### config.mk
export PLATFORM = sky130hd
export DESIGN_NAME = tribus_receiver
export DESIGN_NICKNAME = d
export VERILOG_FILES = /design/src/rtl/tribus_receiver.sv
export SDC_FILE = /design/constraint.sdc
export NUM_CORES = 1
export LEC_CHECK = 0
export CAP_MARGIN = 20
export CELL_PAD_IN_SITES_DETAIL_PLACEMENT = 1
export CELL_PAD_IN_SITES_GLOBAL_PLACEMENT = 1
export CORE_MARGIN = 10
export CORE_UTILIZATION = 25
export DETAILED_ROUTE_END_ITERATION = 7
export HOLD_SLACK_MARGIN = 0.06
export PLACE_DENSITY_LB_ADDON = 0.1
export SLEW_MARGIN = 20
export SYNTH_ARGS = -nofsm -noshare
export SYNTH_HDL_FRONTEND = slang
export SYNTH_SLANG_ARGS = --single-unit
### constraint.sdc
create_clock -name CLK -period 4.1 [get_ports CLK]
set_input_delay 1.025 -clock CLK [delete_from_list [all_inputs] [get_ports CLK]]
set_output_delay 1.025 -clock CLK [all_outputs]
set_load 0.01 [all_outputs]
### src/rtl/tribus_receiver.sv
// Receive side of an inverting tri-state bus: polarity restore, turnaround gap, output FIFO.
// Optional even-parity check over {data, parity} is enabled by defining TRIBUS_PARITY_CHK_EN.
module tribus_receiver #(
    parameter int W        = 8,
    parameter int DEPTH    = 4,
    parameter int TURN_CYC = 1
) (
    input  logic         CLK,
    input  logic         RST,
    input  logic [W-1:0] ZN_BUS,
    input  logic         ZP,
    input  logic         EN_ANY,
    output logic         RDY,
    output logic [W-1:0] DOUT,
    output logic         OVLD,
    input  logic         ORDY,
    output logic [W-1:0] KEEP,
    output logic [7:0]   DROP,
    output logic         PERR
);

    localparam int PTR_W = (DEPTH > 1) ? $clog2(DEPTH) : 1;
    localparam int CNT_W = PTR_W + 1;

    typedef enum logic [1:0] {
        IDLE  = 2'd0,
        BURST = 2'd1,
        TURN  = 2'd2
    } state_t;

    state_t           state_q;
    logic [3:0]       turn_q;

    logic [W-1:0]     mem_q [DEPTH];
    logic [PTR_W-1:0] wr_ptr_q, wr_ptr_d;
    logic [PTR_W-1:0] rd_ptr_q, rd_ptr_d;
    logic [CNT_W-1:0] count_q,  count_d;
    logic [W-1:0]     keep_q,   keep_d;
    logic [7:0]       drop_q,   drop_d;

    logic [W-1:0]     word;
    logic             bad_par;
    logic             push;
    logic             drop;
    logic             pop;

    assign word = ~ZN_BUS;

`ifdef TRIBUS_PARITY_CHK_EN
    logic perr_q;

    assign bad_par = ^{word, ~ZP};

    always_ff @(posedge CLK or posedge RST) begin
        if (RST) begin
            perr_q <= 1'b0;
        end else if (EN_ANY && bad_par) begin
            perr_q <= 1'b1;
        end
    end

    assign PERR = perr_q;
`else
    logic unused_zp;

    assign unused_zp = ZP;
    assign bad_par   = 1'b0;
    assign PERR      = 1'b0;
`endif

    // RDY is qualified by RST directly so drivers see it fall without waiting for a clock.
    assign RDY  = !RST && (state_q != TURN) && (count_q < CNT_W'(DEPTH));
    assign OVLD = (count_q != '0);
    assign DOUT = mem_q[rd_ptr_q];
    assign KEEP = keep_q;
    assign DROP = drop_q;

    assign push = EN_ANY &&  RDY && !bad_par;
    assign drop = EN_ANY && !RDY && !bad_par;
    assign pop  = OVLD && ORDY;

    // NOTE: sequential state uses non-blocking (<=) so every register samples pre-edge values.
    always_ff @(posedge CLK or posedge RST) begin
        if (RST) begin
            state_q <= IDLE;
            turn_q  <= '0;
        end else begin
            unique case (state_q)
                IDLE: begin
                    if (EN_ANY) state_q <= BURST;
                end
                BURST: begin
                    if (!EN_ANY) begin
                        state_q <= TURN;
                        turn_q  <= 4'(TURN_CYC);
                    end
                end
                TURN: begin
                    turn_q <= turn_q - 4'd1;
                    if (turn_q == 4'd1) state_q <= IDLE;
                end
                default: state_q <= IDLE;
            endcase
        end
    end

    always_comb begin
        // NOTE: every always_comb output gets a default first so no path can infer a latch.
        wr_ptr_d = wr_ptr_q;
        rd_ptr_d = rd_ptr_q;
        count_d  = count_q;
        keep_d   = keep_q;
        drop_d   = drop_q;

        if (push) begin
            wr_ptr_d = wr_ptr_q + 1'b1;
            keep_d   = word;
        end
        if (pop) begin
            rd_ptr_d = rd_ptr_q + 1'b1;
        end
        unique case ({push, pop})
            2'b10:   count_d = count_q + 1'b1;
            2'b01:   count_d = count_q - 1'b1;
            default: count_d = count_q;
        endcase
        if (drop && (drop_q != 8'hFF)) begin
            drop_d = drop_q + 8'd1;
        end
    end

    always_ff @(posedge CLK or posedge RST) begin
        if (RST) begin
            wr_ptr_q <= '0;
            rd_ptr_q <= '0;
            count_q  <= '0;
            keep_q   <= '0;
            drop_q   <= '0;
        end else begin
            wr_ptr_q <= wr_ptr_d;
            rd_ptr_q <= rd_ptr_d;
            count_q  <= count_d;
            keep_q   <= keep_d;
            drop_q   <= drop_d;
        end
    end

    // NOTE: storage is not reset; clearing the pointers and count empties the FIFO.
    always_ff @(posedge CLK) begin
        if (push) begin
            mem_q[wr_ptr_q] <= word;
        end
    end

endmodule

==> impl_metrics.json, run 1 <==
{
  "hold_viol": 0,
  "status": "completed",
  "crit_required_ps": 3070,
  "fp.dieH_um": 123.2,
  "core_area_um2": 10370,
  "die_w_um": 123.2,
  "skew_ps": 7.732,
  "grt_pass1_vias": 1768,
  "layout.nets": 252,
  "fin_tns_setup_ps": 0,
  "viasPerCell": 4.275,
  "drc_errors": 0,
  "critPathArrivalTime_ps": 2420,
  "power.density_nw_per_um2": 689.0,
  "post-route-min-period_ps": 3449,
  "synth_area_um2": 2664,
  "cp_max_fo": 5,
  "drive_above_1_share_pct": 15.74,
  "clock_path_buffers": 2,
  "min_path_type": "reg -> reg",
  "ys_ff_latch": 61,
  "met1_usage_pct": 9.867,
  "dpl.hpwl_mm": 4.022,
  "clock-sinks": 61,
  "stdcell_count": 371,
  "place_congestion": 0.7329,
  "h-tree-depth": 3,
  "p_leak_nw": 1.315,
  "diodes": 0,
  "peakVddDrop_mv": 0.2321,
  "use_met2_pct": 13.55,
  "hold_buffers": 0,
  "clk_pin_slew_ps": 60,
  "max-slew-margin-rel_pct": 58.28,
  "synth-main-ff-cell": "edfxtp_1",
  "rsz0062_at_grt": "false",
  "ys_seq_area_share_pct": 63.32,
  "drtIter0Drc": 52,
  "track_usage_pct": 8.403,
  "num_vias": 1586,
  "fmax_ghz": 0.2899,
  "worst-slew-pin-transition_ps": 625.8,
  "dp_cells": 355,
  "grt_pass1_wl_mm": 9.549,
  "drv_slew": 0,
  "wirelength_mm": 5.900,
  "wire_per_inst_um": 15.90,
  "area_growth_pct": 26.02,
  "finalSetupViolations": 0,
  "dieArea_um2": 15180,
  "cap_viol_max_count": 0,
  "clk_latency_ps": 330,
  "antenna_found_initial": 0,
  "path_class": "in -> out",
  "syn_area_per_cell_um2": 14.17,
  "postCtsSetupRepairBufs": 0,
  "start_util_pct": 25.69,
  "grt-ovfl-total": 0,
  "first_pass_iters": 3,
  "synth-warning-count": 0,
  "synth_cells": 188,
  "synthArstFlopShare_pct": 47.54,
  "post_cts_resized": 0,
  "cts_tree": "built",
  "pin_count": 40,
  "ant_nets": 0,
  "grt-busiest-layer": "met2",
  "cts_made_buffers": 9,
  "synth-edff-count": 32,
  "finalCritPeriodShare_pct": 84.13,
  "critPathLaunchType": "primary input",
  "use_met3_pct": 3.054,
  "rows": 37,
  "end_kind": "primary output",
  "port_buffers": 37,
  "root_buffer": "clkbuf_8",
  "grt_max_degree": 30,
  "synth_nets": 210,
  "synth_cell_type_count": 46
}
-- logic make-up (layout without fill, tap and decap cells) --
family | count (synthesis) | after routing | synth area share (%)
DFF | 61 | 61 | 63.32
and+or+nand+nor | 46 | 46 | 10.19
AOI/OAI and AO/OA | 26 | 26 | 6.341
buffers and inverters | 25 | 72 | 4.321
muxes | 12 | 12 | 8.548
adders and majority gates | 9 | 9 | 4.509
xor gates and xnor gates | 8 | 8 | 2.630
other | 1 | 1 | 0.1408
-- worst max-delay path, stage by stage --
cell and delay, ps:
clkdlybuf4s50_1 490, nor3_2 310, clkdlybuf4s50_1 600
-- synthesized netlist by cell type, types with 2 or more instances --
master	n	area share (%)
edfxtp_1	32	36
dfrtp_1	29	27
inv_1	18	2.5
nand2_1	13	1.8
a21oi_1	8	1.5
ha_1	8	3.8
mux4_2	8	6.8
o21ai_1	8	1.5
nand3_1	6	1.1
nor2_1	5	0.70
and3_1	4	0.94
xnor2_1	4	1.3
xor2_1	4	1.3
buf_4	3	0.85
o21ai_0	3	0.56
and2_1	2	0.47
buf_2	2	0.38
mux2_2	2	0.85
nand4_1	2	0.47
-- state kept, by name (all words and copies together) (netlist names) --
signal / cells
mem_q: 32
DROP: 8
KEEP: 8
turn_q: 4
count_q: 3
rd_ptr_q: 2
state_q: 2
wr_ptr_q: 2
-- report_power, final --
part	total, mW	internal, mW	switching [mW]
clock network	0.538	0.296	0.242
logic	0.793	0.452	0.341
registers	0.982	0.804	0.178
total	2.31	1.55	0.761
-- per-stage QoR --
| stage | hold slack [ps] | utilization, % | worst slack (ps) | power [mW] | area (µm²) |
|---|---|---|---|---|---|
| floorplan | 461.2 | - | 1571 | 1.441 | 2664 |
| global placement | 466.8 | 30.51 | 651.0 | 1.810 | 3164 |
| detailed placement | 475.0 | 30.51 | 623.5 | 1.817 | 3164 |
| CTS | 489.7 | 32.37 | 621.2 | 2.370 | 3357 |
| global route | 513.3 | 32.37 | 539.2 | 2.503 | 3357 |
| finish | 484.3 | 32.37 | 650.8 | 2.313 | 3357 |
-- metal layers --
| layer | vias up | wire length, µm |
|---|---|---|
| li1 | 755 | - |
| met1 | 790 | 2575 |
| met2 | 32 | 2870 |
| met3 | 9 | 351 |
| met4 | 0 | 103 |
| met5 | - | 0 |
-- worst paths after layout --
kind | start | to | slack (ps) | cells after the start
max | RST | RDY | 650 | 3
min | KEEP[7] | KEEP[7] | 480 | 2
max reg2reg | state_q[0] | count_q[2] | 1790 | 8
min reg2reg | KEEP[7] | KEEP[7] | 480 | 2
max in group asynchronous | RST | DROP[4] | 2580 | 3
min in group asynchronous | RST | turn_q[0] | 1220 | 3
-- layout make-up --
| cell class | count | area [µm²] |
|---|---|---|
| fill | 1140 | 7013 |
| sequential | 61 | 1687 |
| multi-input combinational | 102 | 862.1 |
| timing repair buffer | 38 | 377.9 |
| tap | 136 | 170.2 |
| clock buffer | 12 | 145.1 |
| inverter | 18 | 67.56 |
| clock inverter | 4 | 47.55 |
-- layout by cell type (no fill, tap or decap), drive strengths merged, types with 2 or more instances in the layout --
| master | synthesis | routed |
|---|---|---|
| clkdlybuf4s50 | 0 | 37 |
| edfxtp | 32 | 32 |
| dfrtp | 29 | 29 |
| inv | 18 | 18 |
| nand2 | 13 | 13 |
| clkbuf | 0 | 12 |
| o21ai | 11 | 11 |
| a21oi | 9 | 9 |
| mux4 | 8 | 8 |
| ha | 8 | 8 |
| nand3 | 7 | 7 |
| nor2 | 6 | 6 |
| and3 | 5 | 5 |
| xnor2 | 4 | 4 |
| xor2 | 4 | 4 |
| and2 | 3 | 3 |
| mux2 | 3 | 3 |
| nand4 | 2 | 2 |
| clkinv | 0 | 2 |
| a221oi | 2 | 2 |
| nor3 | 2 | 2 |
Note: power is estimated with default switching activity, not from simulation.
==> inputs of run 2 (changes only) <==
Clock period 4.1 ns to 3.19 ns, I/O delays scaled along.
==> run 2 against run 1 <==
Combinational power rose by 36%. Global-route usage fell by 0.12 points. Sequential cell count did not move. Register-to-register slack got worse by 680 ps. Count of clock-buffer cells in the layout fell by 2. Critical endpoint unchanged. Final cell count rose by 1.1%. Non-clock buffer count rose by 4. Sequential share of layout area fell by 1.1 points.
==> impl_metrics.json, run 2 (synthesized netlist as in run 1, its figures left out) <==
{
  "area_growth_pct": 28.89,
  "clock_path_buffers": 2,
  "min_path_type": "reg -> reg",
  "cts_tree": "built",
  "start_util_pct": 25.69,
  "drv_slew": 0,
  "pin_count": 40,
  "wirelength_mm": 5.680,
  "port_buffers": 37,
  "h-tree-depth": 3,
  "end_kind": "primary output",
  "clk_latency_ps": 340,
  "root_buffer": "clkbuf_8",
  "reg2reg_slack_ps": 1110,
  "core_area_um2": 10370,
  "cp_max_fo": 3,
  "rsz0062_at_grt": "false",
  "fp.dieH_um": 123.2,
  "hold_viol": 0,
  "fmax_ghz": 0.3497,
  "finalSetupViolations": 0,
  "path_class": "in -> out",
  "skew_ps": 7.985,
  "largest-register": "mem_q",
  "final_cell_mix": "clkdlybuf4s50_1, edfxtp_1, dfrtp_1",
  "fin_tns_setup_ps": 0,
  "crit_required_ps": 2390,
  "dieArea_um2": 15180,
  "drive_above_1_share_pct": 17.57,
  "critPathArrivalTime_ps": 2060,
  "track_usage_pct": 8.281,
  "largest_reg_flops": 32,
  "place_congestion": 0.6985,
  "drc_errors": 0,
  "num_vias": 1604,
  "grt_pass1_wl_mm": 9.487,
  "clk_pin_slew_ps": 60,
  "first_pass_iters": 3,
  "finalCritPeriodShare_pct": 89.65,
  "antenna_found_initial": 0,
  "dpl.hpwl_mm": 3.989,
  "viasPerCell": 4.277,
  "post-route-min-period_ps": 2860,
  "place_area_um2": 3194,
  "cap_viol_max_count": 0,
  "hold_buffers": 0,
  "critPathLaunchType": "primary input",
  "rows": 37,
  "peakVddDrop_mv": 0.3321,
  "status": "completed",
  "stdcell_area_um2": 3433,
  "drtIter0Drc": 37,
  "ant_nets": 0,
  "grt-ovfl-total": 0,
  "grt_max_degree": 30,
  "p_leak_nw": 1.354,
  "post_cts_resized": 0,
  "layout.nets": 256,
  "grt_pass1_vias": 1754,
  "n_fill_cell": 1127,
  "power.density_nw_per_um2": 912.7,
  "final_common_cell": "clkdlybuf4s50_1",
  "postCtsSetupRepairBufs": 0,
  "die_w_um": 123.2,
  "diodes": 0,
  "wire_per_inst_um": 15.15,
  "clock-sinks": 61,
  "cts_made_buffers": 9
}
==> run 2: cell types whose count changed in the layout (fill, tap and decap cells not counted) <==
cell / previous run / this run
clkinv_4: 0 / 1
clkbuf_8: 10 / 9
buf_4: 1 / 5
clkbuf_1: 2 / 1
clkinv_2: 2 / 1
bufinv_16: 1 / 3
==> run 2: layout make-up <==
| class | count | area (µm²) | share of cell area, % |
|---|---|---|---|
| Clock buffer | 10 | 127.6 | 3.717 |
| Clock inverter | 6 | 111.4 | 3.243 |
| Inverter | 18 | 67.56 | 1.968 |
| Multi-Input combinational cell | 102 | 862.1 | 25.11 |
| Sequential cell | 61 | 1687 | 49.13 |
| Tap cell | 136 | 170.2 | 4.956 |
| Timing Repair Buffer | 42 | 407.9 | 11.88 |
==> run 2: worst paths after layout <==
path,end,startpoint,cells past startpoint
max,RDY,RST,3
max reg2reg,count_q[2],state_q[0],8
min in group asynchronous,count_q[0],RST,3
min,KEEP[5],KEEP[5],2
max in group asynchronous,KEEP[5],RST,3
min reg2reg,KEEP[5],KEEP[5],2
==> run 2: metal layers <==
metal | wire length, µm | share of wire [%] | global-route usage, %
met5 | 0 | 0 | 0
met4 | 88 | 1.5 | 3.057
met3 | 392 | 6.9 | 3.829
met2 | 2723 | 48 | 13.02
met1 | 2476 | 44 | 9.729
==> run 2: worst max-delay path, stage by stage <==
cell             delay, ps
clkdlybuf4s50_1        480
nor3_2                 210
clkdlybuf4s50_1        570
==> run 2: per-stage QoR <==
step | hold slack, ps | power [mW] | instances | util, % | worst slack [ps]
CTS | 492.5 | 3.209 | 375 | 33.11 | 318.8
finish | 484.5 | 3.134 | 375 | 33.11 | 330.2
global placement | 466.8 | 2.359 | 359 | 30.80 | 334.4
detailed placement | 475.0 | 2.361 | 359 | 30.80 | 317.9
floorplan | 461.2 | 1.852 | 188 | - | 888.2
global route | 516.6 | 3.389 | 375 | 33.11 | 242.9
==> run 2: where the power goes <==
group          switching, mW  internal, mW  total (mW)
logic                  0.472         0.604        1.08
clock network          0.311         0.519       0.830
registers              0.194          1.03        1.23
total                  0.977          2.16        3.13
==> inputs of run 3 (changes only) <==
Settings changed: SLEW_MARGIN 20 to 30.
==> results of run 3 <==
The final DEF is identical to that of run 2; final timing and power are the same.
